### src/rtl/mode_sequencer.sv
// mode_sequencer: steps the graphics engine through a fixed scene table, shows a one-bit flash between scenes, and passes manual_modes through in manual mode.
module mode_sequencer #(
  parameter int FRAMES_PER_SCENE = 120,
  parameter int FLASH_FRAMES = 2
) (
  input  logic       clk,
  input  logic       rst_n,
  input  logic       v_sync,
  input  logic       auto_en,
  input  logic [6:0] manual_modes,
  input  logic       next_btn,
  output logic [6:0] video_modes,
  output logic [2:0] scene_idx,
  output logic       frame_tick
);
  typedef enum logic [1:0] {MANUAL, RUN, FLASH} state_t;
  localparam logic [55:0] SCENES = {7'b0000110, 7'b0001100, 7'b0000001, 7'b1000000,
                                    7'b0001000, 7'b0000010, 7'b0000100, 7'b0000000};
  localparam logic [7:0] FRAME_LAST = 8'(FRAMES_PER_SCENE - 1);
  localparam logic [3:0] FLASH_LAST = 4'(FLASH_FRAMES - 1);
  if (FRAMES_PER_SCENE < 2 || FRAMES_PER_SCENE > 255) begin : g_bad_frames
    $error("FRAMES_PER_SCENE must be 2..255 to fit the 8-bit frame counter");
  end
  if (FLASH_FRAMES < 1 || FLASH_FRAMES > 15) begin : g_bad_flash
    $error("FLASH_FRAMES must be 1..15 to fit the 4-bit flash counter");
  end
  state_t state, state_n;
  logic [7:0] frame_cnt, frame_cnt_n;
  logic [3:0] flash_cnt, flash_cnt_n;
  logic [2:0] scene_n;
  logic [6:0] scene_modes;
  logic vs_d, btn_s1, btn_s2, btn_s3;
  logic next_req, frame_end, flash_end;
  assign next_req = btn_s2 & ~btn_s3;
  assign frame_end = frame_tick && frame_cnt == FRAME_LAST;
  assign flash_end = frame_tick && flash_cnt == FLASH_LAST;
  assign scene_modes = SCENES[7*scene_idx +: 7];
  // Dropping auto_en wins over every tick or button request in the same cycle.
  always_comb begin
    state_n = state;
    frame_cnt_n = frame_cnt;
    flash_cnt_n = flash_cnt;
    scene_n = scene_idx;
    if (state != MANUAL && !auto_en) begin
      state_n = MANUAL;
      frame_cnt_n = '0;
      flash_cnt_n = '0;
    end else if (state == MANUAL) begin
      if (auto_en) begin
        state_n = RUN;
        frame_cnt_n = '0;
      end
    end else if (state == RUN) begin
      if (next_req || frame_end) begin
        state_n = FLASH;
        frame_cnt_n = '0;
        flash_cnt_n = '0;
      end else if (frame_tick) frame_cnt_n = frame_cnt + 8'd1;
    end else if (flash_end) begin
      state_n = RUN;
      scene_n = scene_idx + 3'd1;
      frame_cnt_n = '0;
      flash_cnt_n = '0;
    end else if (frame_tick) flash_cnt_n = flash_cnt + 4'd1;
  end
  always_ff @(posedge clk or negedge rst_n) begin
    if (!rst_n) begin
      state <= MANUAL;
      frame_cnt <= '0;
      flash_cnt <= '0;
      scene_idx <= '0;
      video_modes <= '0;
      frame_tick <= 1'b0;
      vs_d <= 1'b0;
      btn_s1 <= 1'b0;
      btn_s2 <= 1'b0;
      btn_s3 <= 1'b0;
    end else begin
      state <= state_n;
      frame_cnt <= frame_cnt_n;
      flash_cnt <= flash_cnt_n;
      scene_idx <= scene_n;
      video_modes <= state == MANUAL ? manual_modes : state == RUN ? scene_modes : scene_modes ^ 7'b0000001;
      frame_tick <= v_sync & ~vs_d;
      vs_d <= v_sync;
      btn_s1 <= next_btn;
      btn_s2 <= btn_s1;
      btn_s3 <= btn_s2;
    end
  end
endmodule

### config.mk
export PLATFORM = sky130hd
export DESIGN_NAME = mode_sequencer
export DESIGN_NICKNAME = d
export VERILOG_FILES = /design/src/rtl/mode_sequencer.sv
export SDC_FILE = /design/constraint.sdc
export NUM_CORES = 1
export LEC_CHECK = 0
export ABC_AREA = 1
export BUFFER_PORTS_ARGS = -buffer_cell sky130_fd_sc_hd__buf_2
export CAP_MARGIN = 0
export CORE_ASPECT_RATIO = 0.6
export CORE_MARGIN = 2
export CORE_UTILIZATION = 55
export DETAILED_ROUTE_END_ITERATION = 6
export GPL_TIMING_DRIVEN = 0
export PLACE_DENSITY = 0.81
export SYNTH_ARGS = -nofsm -noshare
export SYNTH_HDL_FRONTEND = slang
export SYNTH_SLANG_ARGS = --single-unit
### constraint.sdc
create_clock -name clk -period 1.5 [get_ports clk]
set_clock_uncertainty 0.05 [all_clocks]
set_input_delay 0.225 -clock clk [delete_from_list [all_inputs] [get_ports clk]]
set_output_delay 0.225 -clock clk [all_outputs]
set_load 0.02 [all_outputs]
Yosys cells after proc, flatten, opt, wreduce, memory -nomap -nowiden

Index checks and enable logic that the tools add are counted.

Register bits after elaboration: 29
Input bits: 12
Output and inout bits: 11
Word-level logic and storage cells: 65

$add $sub $neg: 3
Multipliers: 1
Equal/unequal tests: 8
Shift operators: 1
Multiplexer cells: 21
Bitwise gates (word level): 8
Reductions and logical operators: 13

Operators by type and width:

| kind                    | count |
|---|---|
| $mux 8                  | 7 |
| $shiftx 56x7->7 const A | 1 |
| $mux 4                  | 6 |
| $mux 2                  | 6 |
| $reduce_and 3->1        | 3 |
| $add 8x1->8 const B     | 1 |
| $eq 8x7->1 const B      | 1 |
| $reduce_bool 4->1       | 2 |
| $mux 7                  | 1 |
| $mul 3x3->6 const A     | 1 |
| $not 1->1               | 6 |
| $ne 5x4->1 const B      | 1 |
| $add 4x1->4 const B     | 1 |
| $eq 4x1->1 const B      | 1 |
| $ne 4x3->1 const B      | 1 |
| $reduce_and 4->1        | 1 |
| $add 3x1->3 const B     | 1 |
| $logic_and 1x1->1       | 3 |
| $ne 3x2->1 const B      | 1 |
| $ne 3x3->1 const B      | 1 |
| $and 1x1->1             | 2 |
| $eq 2x1->1 const B      | 1 |
| $logic_not 2->1         | 1 |
| $ne 2x2->1 const B      | 1 |
| 4 further kinds         | 4 |

Depth between registers and ports, before layout

Gate-level depths: netlist of the first run.

Depth in word-level cells: 7
Gate-level depth with buffers: 10
Depth with buffers taken out: 10

Least setup slack after synthesis of the first run

No wires, ideal clock.

Path type: flip-flop to flip-flop
Start point: register flash_cnt[1]
End point: register frame_cnt[2]
Library setup time: 0.119 ns
Arrival time: 1.195 ns
Required time: 1.331 ns
Path slack: 0.136 ns
Cell stages (with the launch flop): 10
Path buffers: 0
Period minus slack after synthesis: 1.364 ns
Cell sequence: dfrtp_1 inv_1 ha_1 nand2_1 clkinv_1 nand2_4 a21oi_2 nand2_2 nand3_1 nand2_1

Longest elaborated chain between the ends: 4

RTL lines:

| item                        | line | RTL |
|---|---|---|
| start: declaration          | 29   | `logic [3:0] flash_cnt, flash_cnt_n;` |
| start signal: assignment    | 81   | `flash_cnt <= flash_cnt_n;` |
| $eq 4x1->1                  | 36   | `assign flash_end = frame_tick && flash_cnt == FLASH_LAST;` |
| $logic_and 1x1->1           | 36   |  |
| $reduce_bool 4->1 (no line) | -    |  |
| $reduce_and 3->1 (no line)  | -    |  |
| end signal: assignment      | 80   | `frame_cnt <= frame_cnt_n;` |
| end: declaration            | 28   | `logic [7:0] frame_cnt, frame_cnt_n;` |

Every way passes these cells.
A chain may end at the register's enable or synchronous reset.

Final worst setup path of the first run

Start point: register flash_cnt[1]
End point: register frame_cnt[6]

Same word-level chain as after synthesis.

==> impl_metrics.env, run 1 <==
export IMPL_maxSlewViolCount=0
export IMPL_viasPerCell=5.38
export IMPL_core_region_area_sq_um=2570
export IMPL_power_switching_uw=1410
export IMPL_rows=14
export IMPL_finalCritPeriodShare_pct=103
export IMPL_crit_type="reg -> reg"
export IMPL_path_max_fanout=8
export IMPL_drt_antenna_violating_nets=0
export IMPL_hold_viol_final=0
export IMPL_diodes=0
export IMPL_synthesis_nets=202
export IMPL_fin_area_sq_um=1940
export IMPL_synth_area_sq_um=1530
export IMPL_dpl_cell_area_sq_um=1680
export IMPL_die_w_um=72.1
export IMPL_rsz0062_at_grt="true"
export IMPL_grt_max_degree=30
export IMPL_cp_startpoint="flash_cnt[1]$_DFFE_PN0P_"
export IMPL_grt_usage_pct=21.8
export IMPL_pwr_share_comb_pct=46.3
export IMPL_critical_path_startpoint_type="register"
export IMPL_period_needed_ns=1.54
export IMPL_numPortBuffers=22
export IMPL_whs_path_depth=1
export IMPL_cellLeakagePower_uw=0.00104
export IMPL_min_path_type="in -> reg"
export IMPL_postLayoutCoreUtil_pct=75.5
export IMPL_drcViolationCount=0
export IMPL_clock_latency_ns=0.27
export IMPL_reg2reg_from="flash_cnt[1]$_DFFE_PN0P_"
export IMPL_cell_internal_pwr_uw=1850
export IMPL_worst_pin_slew_ns=0.627
export IMPL_cp_required_ns=1.60
export IMPL_p_clk_share_pct=19.1
export IMPL_worst_r2r_cell_count=10
export IMPL_wire_per_inst_um=14.0
export IMPL_grt_pass1_vias=1169
export IMPL_nNetsFinal=240
export IMPL_setup_viol=8
export IMPL_setup_ws_ns=-0.0413
export IMPL_die_h_um=44.8
export IMPL_finalPower_uw=3260
export IMPL_synthCells=183
export IMPL_status="finished with violations"
export IMPL_violations="negative setup slack"
export IMPL_vias=1361
export IMPL_yosysSeqAreaShare_pct=47.5
export IMPL_grt_remaining_overflow=0
export IMPL_cts_path_max_buffers=2
export IMPL_cts_buffers_inserted=5
export IMPL_slew_headroom_pct=58.2
export IMPL_postSynthAreaPerCell_sq_um=8.36
export IMPL_wl_mm=3.53
export IMPL_cts_max_level=2
export IMPL_cp_num_cells=10
export IMPL_hpwlAfterDp_mm=2.21
export IMPL_whs_ns=0.0201
export IMPL_switching_share_pct=43.3
export IMPL_max_freq_mhz=649
export IMPL_p_seq_share_pct=34.6
export IMPL_synth_area_leaders="dfrtp_1 47%, nand2_1 12%, ha_1 5.7%, nor2_1 5.4%, nand3_1 4.9%"
export IMPL_cts_sinks=29
export IMPL_synth_top_area_share_pct=47.5
export IMPL_gp_congestion=0.894
export IMPL_ios=23
export IMPL_clkTransAtPathRegs_ns=0.06
export IMPL_antenna_found_initial=0
export IMPL_cp_end_kind="register"
export IMPL_maxCapViolCount=0
export IMPL_drtIter0Drc=127
export IMPL_hold_start="next_btn"
export IMPL_cts_tree="built"
export IMPL_grt_pass1_wl_mm=5.25
export IMPL_arrival_ns=1.64
export IMPL_ir_worst_vdd_mv=0.946
export IMPL_yosysTopAreaCell="dfrtp_1"
export IMPL_root_buffer="clkbuf_8"
export IMPL_synth_seq_cells=29
export IMPL_syn_to_final_growth_pct=27.1
export IMPL_tns_ns=-0.119
export IMPL_crit_family="simple AND/OR/NAND/NOR gates"
export IMPL_path_cells="inv_2 -> ha_4 -> nand2_2 -> inv_2 -> nand2_4 -> nand2_4 -> nand3_4 -> buf_12 -> nand3_1 -> nand2_1"
export IMPL_max_stage_delay_ns=0.42
export IMPL_die_area_sq_um=3230
export IMPL_drive_gt1_share_pct=30.8
export IMPL_dr_pass1_iters=4
export IMPL_cp_num_buf_inv=3
export IMPL_ys_warn_count=0
export IMPL_crit_slowest_cell="dfrtp_1"
export IMPL_fillers=182
export IMPL_yosysUniqueCellTypes=22
export IMPL_powerDensity_nw_per_um2=1680
export IMPL_initial_core_util_pct=59.4
kinds of logic after synthesis:
logic type,count (synthesis),synth area share (%)
flip-flops,29,47.5
AND/OR/NAND/NOR,100,31.3
adder cells (fa/ha/maj),7,5.73
AO/OA/AOI/OAI,16,5.73
buffers and inverters,25,6.30
XOR/XNOR,6,3.44
power by group through the flow:
stage | registers [uW] | clock network (uW) | logic, uW
2_1_floorplan | 1250 | 0 | 787
3_3_place_gp | 1110 | 0 | 1220
3_5_place_dp | 1130 | 0 | 1260
4_1_cts | 1120 | 631 | 1320
5_1_grt | 1150 | 671 | 1660
6_report | 1130 | 624 | 1510
area by class of cell:
| cell class | instances | area [sq um] | area share [%] |
|---|---|---|---|
| clock buffers | 7 | 86.3 | 4.44 |
| well taps | 32 | 40.0 | 2.06 |
| inverters | 24 | 95.1 | 4.89 |
| plain buffers | 1 | 3.75 | 0.193 |
| repair buffers | 31 | 205 | 10.6 |
| flip-flops and latches | 29 | 728 | 37.5 |
| multi-input cells | 129 | 785 | 40.4 |
stage by stage:
| stage | std cells | setup slack [ns] |
|---|---|---|
| 6_report | 253 | -0.0413 |
| 5_1_grt | 253 | -0.0848 |
| 4_1_cts | 245 | 0.00931 |
| 3_5_place_dp | 237 | -0.0398 |
| 3_3_place_gp | 237 | -0.00471 |
| 2_1_floorplan | 183 | 0.136 |
routing by layer:
layer	vias up	GRT usage (%)	wire, um
met2	53	35.6	1720
li1	650	-	-
met5	-	0	0
met3	8	7.14	250
met4	0	5.66	44
met1	650	28.6	1510
cell usage after synthesis, drive strengths merged:
library cell / number
or2: 1
ha: 7
dfrtp: 29
nor2: 23
clkbuf: 1
o21ai: 11
nand4: 4
nand2: 54
xor2: 6
a21oi: 5
inv: 23
nand3: 18
clkinv: 1
state kept, by name, indices dropped and copies added (netlist names):
name and cells:
flash_cnt 4, vs_d 1, state 2, scene_idx 3
btn_s2 1, frame_tick 1, video_modes 7, btn_s3 1
btn_s1 1, frame_cnt 8
cells in the final DEF, fill, tap and decap left out, drive strengths merged:
cell type / netlist / routed
ha: 7 / 7
nor2: 23 / 23
buf: 0 / 30
nand4: 4 / 4
dfrtp: 29 / 29
a21oi: 5 / 5
dlygate4sd3: 0 / 1
inv: 23 / 24
clkbuf: 1 / 8
xor2: 6 / 6
o21ai: 11 / 11
nand2: 54 / 54
nand3: 18 / 18
or2: 1 / 1
timing repair:
item / in CTS / in global routing
endpoints found under the hold margin: 29 / 0
pin swaps: 0 / 8
hold buffers: 1 / 0
cloned: 0 / 0
resized for setup: 3 / 18
setup buffers: 0 / 8
setup endpoints to repair: 9 / 17
worst reg2reg max path, delay by kind of cell, from the launching register on:
family	cells	cell delay, ns
simple gates	6	0.47
buf+inv	3	0.35
fa+ha+maj	1	0.13
flops	1	0.42
final timing paths:
kind	end	slack [ns]
setup reg to reg	frame_cnt[6]$_DFFE_PN0P_	-0.04
min in group asynchronous	flash_cnt[2]$_DFFE_PN0P_	0.45
hold reg to reg	btn_s2$_DFF_PN0_	0.31
setup / recovery	frame_cnt[6]$_DFFE_PN0P_	-0.04
max in group asynchronous	frame_cnt[1]$_DFFE_PN0P_	0.49
hold / removal	btn_s1$_DFF_PN0_	0.02
No activity file was read; power rests on OpenSTA's default activity.
==> run 2: changes to the inputs <==
CORE_UTILIZATION = 60   (was 55)
PLACE_DENSITY = 0.87   (was 0.81)
clock period = 1.8 ns   (was 1.5 ns; I/O delays follow)
==> impl_metrics.env, run 2 (synthesized netlist as in run 1, its figures left out) <==
export IMPL_hold_viol_final=0
export IMPL_cts_path_max_buffers=2
export IMPL_rrSetupSlack_ns=0.18
export IMPL_gp_congestion=0.847
export IMPL_pwr_share_comb_pct=42.1
export IMPL_cts_sinks=29
export IMPL_max_stage_delay_ns=0.42
export IMPL_die_h_um=43.1
export IMPL_worst_pin_slew_ns=0.638
export IMPL_root_buffer="clkbuf_8"
export IMPL_rsz0062_at_grt="false"
export IMPL_drtIter0Drc=74
export IMPL_regMostFlops="frame_cnt"
export IMPL_tns_ns=0
export IMPL_cts_tree="built"
export IMPL_cell_internal_pwr_uw=1450
export IMPL_antenna_found_initial=0
export IMPL_cp_required_ns=1.92
export IMPL_hpwlAfterDp_mm=2.36
export IMPL_cts_resized=0
export IMPL_p_seq_share_pct=36.8
export IMPL_finalCritPeriodShare_pct=90.0
export IMPL_grt_max_degree=30
export IMPL_drt_antenna_violating_nets=0
export IMPL_path_common_cell="nand2_1"
export IMPL_die_area_sq_um=2980
export IMPL_p_clk_share_pct=21.0
export IMPL_cp_startpoint="flash_cnt[1]$_DFFE_PN0P_"
export IMPL_crit_slowest_cell="dfrtp_1"
export IMPL_path_max_fanout=10
export IMPL_drcViolationCount=0
export IMPL_grt_pass1_vias=1200
export IMPL_reg2reg_from="flash_cnt[1]$_DFFE_PN0P_"
export IMPL_ios=23
export IMPL_diodes=0
export IMPL_cp_end_kind="register"
export IMPL_clock_latency_ns=0.28
export IMPL_max_freq_mhz=617
export IMPL_grt_pass1_wl_mm=5.26
export IMPL_nNetsFinal=232
export IMPL_ir_worst_vdd_mv=0.770
export IMPL_whs_path_depth=1
export IMPL_reg_largest_list="frame_cnt (8), video_modes (7), flash_cnt (4)"
export IMPL_power_switching_uw=1080
export IMPL_cts_max_level=2
export IMPL_wire_per_inst_um=12.7
export IMPL_numPortBuffers=22
export IMPL_setup_viol=0
export IMPL_viasPerCell=5.12
export IMPL_slew_headroom_pct=57.5
export IMPL_cts_buffers_inserted=5
export IMPL_crit_family="simple AND/OR/NAND/NOR gates"
export IMPL_maxCapViolCount=0
export IMPL_vias=1255
export IMPL_grt_usage_pct=23.7
export IMPL_cp_num_cells=9
export IMPL_largest_reg_flops=8
export IMPL_hold_start="next_btn"
export IMPL_initial_core_util_pct=61.9
export IMPL_status="finished clean"
export IMPL_cp_num_buf_inv=2
export IMPL_die_w_um=69.2
export IMPL_core_region_area_sq_um=2470
export IMPL_layout_commonest_cell="nand2_1"
export IMPL_critical_path_startpoint_type="register"
export IMPL_wl_mm=3.11
export IMPL_rows=14
export IMPL_cellLeakagePower_uw=0.000984
export IMPL_arrival_ns=1.74
export IMPL_min_path_type="in -> reg"
export IMPL_grt_remaining_overflow=0
export IMPL_dr_pass1_iters=4
export IMPL_switching_share_pct=42.7
export IMPL_syn_to_final_growth_pct=16.1
export IMPL_worst_r2r_cell_count=9
export IMPL_clkTransAtPathRegs_ns=0.05
export IMPL_finalPower_uw=2530
export IMPL_powerDensity_nw_per_um2=1420
export IMPL_period_needed_ns=1.62
export IMPL_path_cells="inv_1 -> ha_1 -> nand2_1 -> clkinv_1 -> nand2_4 -> a21oi_2 -> nand2_2 -> nand3_1 -> nand2_1"
export IMPL_maxSlewViolCount=0
export IMPL_drive_gt1_share_pct=21.1
export IMPL_crit_type="reg -> reg"
export IMPL_layout_common_cells="48 x nand2_1, 29 x dfrtp_1, 22 x nor2_1, 22 x buf_2, 19 x inv_1"
run 2: cell types whose count changed in the layout (fill, tap and decap cells not counted), moves of 2 or more:
cell,before,now
nand2_4,5,3
nand3_2,7,2
ha_1,5,7
ha_4,2,0
dfrtp_1,27,29
nand2_1,45,48
buf_12,2,0
buf_4,6,0
nand3_1,10,15
dfrtp_2,2,0
run 2: area by class of cell:
type	instances	area, sq um
well taps	32	40.0
inverters	24	92.6
multi-input cells	129	707
plain buffers	1	3.75
fillers	190	694
repair buffers	23	120
clock buffers	7	86.3
flip-flops and latches	29	726
run 2: routing by layer:
layer	GRT usage, %	up-vias	wire, um
li1	-	637	-
met3	6.65	8	133
met2	36.9	29	1460
met1	31.3	581	1470
met4	10.2	0	54
met5	0	-	0
run 2: power by group through the flow:
stage	clock (uW)	combinational, uW	sequential, uW
global placement	0	1010	920
detailed placement	0	1070	940
floorplan	0	656	1040
finish	532	1070	931
CTS	537	1070	930
global route	560	1190	949
run 2: worst register-to-register path, cell delays in order, from the launching register on:
cell      delay, ns
dfrtp_1        0.42
inv_1          0.10
ha_1           0.15
nand2_1        0.05
clkinv_1       0.07
nand2_4        0.07
a21oi_2        0.23
nand2_2        0.19
nand3_1        0.12
nand2_1        0.06
run 2: final timing paths:
| kind | end |
|---|---|
| setup reg to reg | frame_cnt[4]$_DFFE_PN0P_ |
| max in group asynchronous | video_modes[1]$_DFF_PN0_ |
| hold / removal | btn_s1$_DFF_PN0_ |
| min in group asynchronous | state[1]$_DFFE_PN0P_ |
| setup / recovery | frame_cnt[4]$_DFFE_PN0P_ |
| hold reg to reg | btn_s2$_DFF_PN0_ |
run 2: timing repair:
action | CTS | global route
hold buffers | 1 | 0
buffers inserted | 0 | 0
endpoints found under the hold margin | 29 | 0
run 2: through the flow:
step / utilization [%] / setup slack, ns / instance area, sq um / instances / hold slack (ns)
final: 71.9 / 0.180 / 1780 / 245 / 0.0462
after global routing: 71.9 / 0.0272 / 1780 / 245 / 0.0378
after CTS: 71.9 / 0.173 / 1780 / 245 / 0.0426
after detailed placement: 68.0 / 0.183 / 1680 / 237 / 0.287
after global placement: 68.0 / 0.300 / 1680 / 237 / 0.264
after floorplan: - / 0.436 / 1530 / 183 / -0.0756
==> run 3: changes to the inputs <==
CTS_BUF_LIST = sky130_fd_sc_hd__clkbuf_4 sky130_fd_sc_hd__clkbuf_8 sky130_fd_sc_hd__clkbuf_16   (was not set)
==> impl_metrics.env, run 3 (synthesized netlist as in run 1, its figures left out) <==
export IMPL_status="finished clean"
export IMPL_hold_viol_final=0
export IMPL_path_max_fanout=10
export IMPL_setup_viol=0
export IMPL_cts_setup_buffers=0
export IMPL_r2r_end="frame_cnt[5]$_DFFE_PN0P_"
export IMPL_clock_latency_ns=0.28
export IMPL_crit_family="simple AND/OR/NAND/NOR gates"
export IMPL_drtIter0Drc=50
export IMPL_die_area_sq_um=2980
export IMPL_path_cells="inv_1 -> ha_1 -> nand2_1 -> clkinv_1 -> nand2_4 -> a21oi_2 -> nand2_2 -> nand3_1 -> nand2_1"
export IMPL_powerDensity_nw_per_um2=1430
export IMPL_grt_max_degree=30
export IMPL_period_needed_ns=1.62
export IMPL_maxSlewViolCount=0
export IMPL_cts_max_level=2
export IMPL_cp_required_ns=1.92
export IMPL_reg2reg_from="flash_cnt[1]$_DFFE_PN0P_"
export IMPL_worst_pin_slew_ns=0.636
export IMPL_max_freq_mhz=618
export IMPL_rsz0062_at_grt="false"
export IMPL_cts_resized=0
export IMPL_die_h_um=43.1
export IMPL_cell_internal_pwr_uw=1460
export IMPL_slew_headroom_pct=57.6
export IMPL_grt_remaining_overflow=0
export IMPL_grt_pass1_vias=1199
export IMPL_worst_r2r_cell_count=9
export IMPL_wire_per_inst_um=12.7
export IMPL_dpl_cell_area_sq_um=1680
export IMPL_reg_largest_list="frame_cnt (8), video_modes (7), flash_cnt (4)"
export IMPL_p_seq_share_pct=36.6
export IMPL_critical_path_startpoint_type="register"
export IMPL_initial_core_util_pct=61.9
export IMPL_gp_congestion=0.847
export IMPL_fin_area_sq_um=1780
export IMPL_dr_pass1_iters=4
export IMPL_pwr_share_comb_pct=41.9
export IMPL_postLayoutCoreUtil_pct=72.0
export IMPL_p_clk_share_pct=21.5
export IMPL_root_buffer="clkbuf_8"
export IMPL_arrival_ns=1.74
export IMPL_hold_buffers=1
export IMPL_placed_cells=237
export IMPL_power_switching_uw=1080
export IMPL_vias=1257
export IMPL_largest_reg_flops=8
export IMPL_path_common_cell="nand2_1"
export IMPL_switching_share_pct=42.4
export IMPL_final_cells=245
export IMPL_antenna_found_initial=0
export IMPL_crit_slowest_cell="dfrtp_1"
export IMPL_clkTransAtPathRegs_ns=0.06
export IMPL_layout_common_cells="48 x nand2_1, 29 x dfrtp_1, 22 x nor2_1, 22 x buf_2, 19 x inv_1"
export IMPL_finalPower_uw=2540
export IMPL_drt_antenna_violating_nets=0
export IMPL_max_stage_delay_ns=0.42
export IMPL_layout_commonest_cell="nand2_1"
export IMPL_regMostFlops="frame_cnt"
export IMPL_min_path_type="in -> reg"
export IMPL_hold_start="next_btn"
export IMPL_grt_usage_pct=23.7
export IMPL_grt_pass1_wl_mm=5.26
export IMPL_finalCritPeriodShare_pct=89.9
export IMPL_cts_tree="built"
export IMPL_cts_buffers_inserted=5
export IMPL_cp_num_buf_inv=2
export IMPL_ir_worst_vdd_mv=0.771
export IMPL_wl_mm=3.11
export IMPL_drcViolationCount=0
export IMPL_ios=23
export IMPL_cellLeakagePower_uw=0.000987
export IMPL_tns_ns=0
export IMPL_numPortBuffers=22
export IMPL_core_region_area_sq_um=2470
export IMPL_maxCapViolCount=0
export IMPL_hpwlAfterDp_mm=2.36
export IMPL_die_w_um=69.2
export IMPL_cts_path_max_buffers=2
export IMPL_rrSetupSlack_ns=0.18
export IMPL_holdPathEnd="btn_s1$_DFF_PN0_"
export IMPL_whs_path_depth=1
export IMPL_rows=14
export IMPL_diodes=0
export IMPL_cts_sinks=29
export IMPL_cp_end_kind="register"
export IMPL_crit_type="reg -> reg"
export IMPL_drive_gt1_share_pct=21.6
export IMPL_syn_to_final_growth_pct=16.4
export IMPL_viasPerCell=5.13
export IMPL_nNetsFinal=232
run 3: cell counts in the layout (fill, tap and decap cells not counted):
No cell type changed its count.
run 3: through the flow:
step	worst slack, ns	hold WS [ns]
final	0.182	0.0467
after global placement	0.300	0.264
after global routing	0.0272	0.0378
after floorplan	0.436	-0.0756
after CTS	0.173	0.0426
after detailed placement	0.183	0.287
run 3: cell type report:
class	instances	area [sq um]
multi-input combinational	129	707
inverter	24	92.6
buffer	1	3.75
timing repair buffer	23	120
fill	190	691
sequential	29	726
tap	32	40.0
clock buffer	7	90.1
run 3: worst register-to-register path: stages (launching register included):
cell      delay, ns
dfrtp_1        0.42
inv_1          0.09
ha_1           0.15
nand2_1        0.05
clkinv_1       0.07
nand2_4        0.08
a21oi_2        0.23
nand2_2        0.19
nand3_1        0.12
nand2_1        0.05
run 3: power groups by stage:
stage | Combinational, uW | Clock [uW] | Sequential [uW]
after global placement | 1010 | 0 | 920
after CTS | 1070 | 552 | 930
after global routing | 1190 | 574 | 949
final | 1070 | 545 | 931
after detailed placement | 1070 | 0 | 940
after floorplan | 656 | 0 | 1040
run 3: routing by layer:
| layer | vias up | GRT usage, % | part of all wire, % |
|---|---|---|---|
| met5 | - | 0 | 0 |
| met3 | 8 | 6.65 | 4.4 |
| li1 | 638 | - | - |
| met1 | 581 | 31.2 | 47 |
| met4 | 0 | 10.2 | 1.7 |
| met2 | 30 | 37.1 | 47 |
run 3: worst max path at each step:
| stage | startpoint | to | cells past startpoint |
|---|---|---|---|
| floorplan | flash_cnt[1]$_DFFE_PN0P_ | frame_cnt[2]$_DFFE_PN0P_ | 9 |
| global placement | frame_cnt[0]$_DFFE_PN0P_ | frame_cnt[7]$_DFFE_PN0P_ | 8 |
| detailed placement | flash_cnt[1]$_DFFE_PN0P_ | frame_cnt[5]$_DFFE_PN0P_ | 9 |
| CTS | flash_cnt[1]$_DFFE_PN0P_ | frame_cnt[5]$_DFFE_PN0P_ | 9 |
| global route | flash_cnt[1]$_DFFE_PN0P_ | frame_cnt[4]$_DFFE_PN0P_ | 9 |
| finish | flash_cnt[1]$_DFFE_PN0P_ | frame_cnt[5]$_DFFE_PN0P_ | 9 |
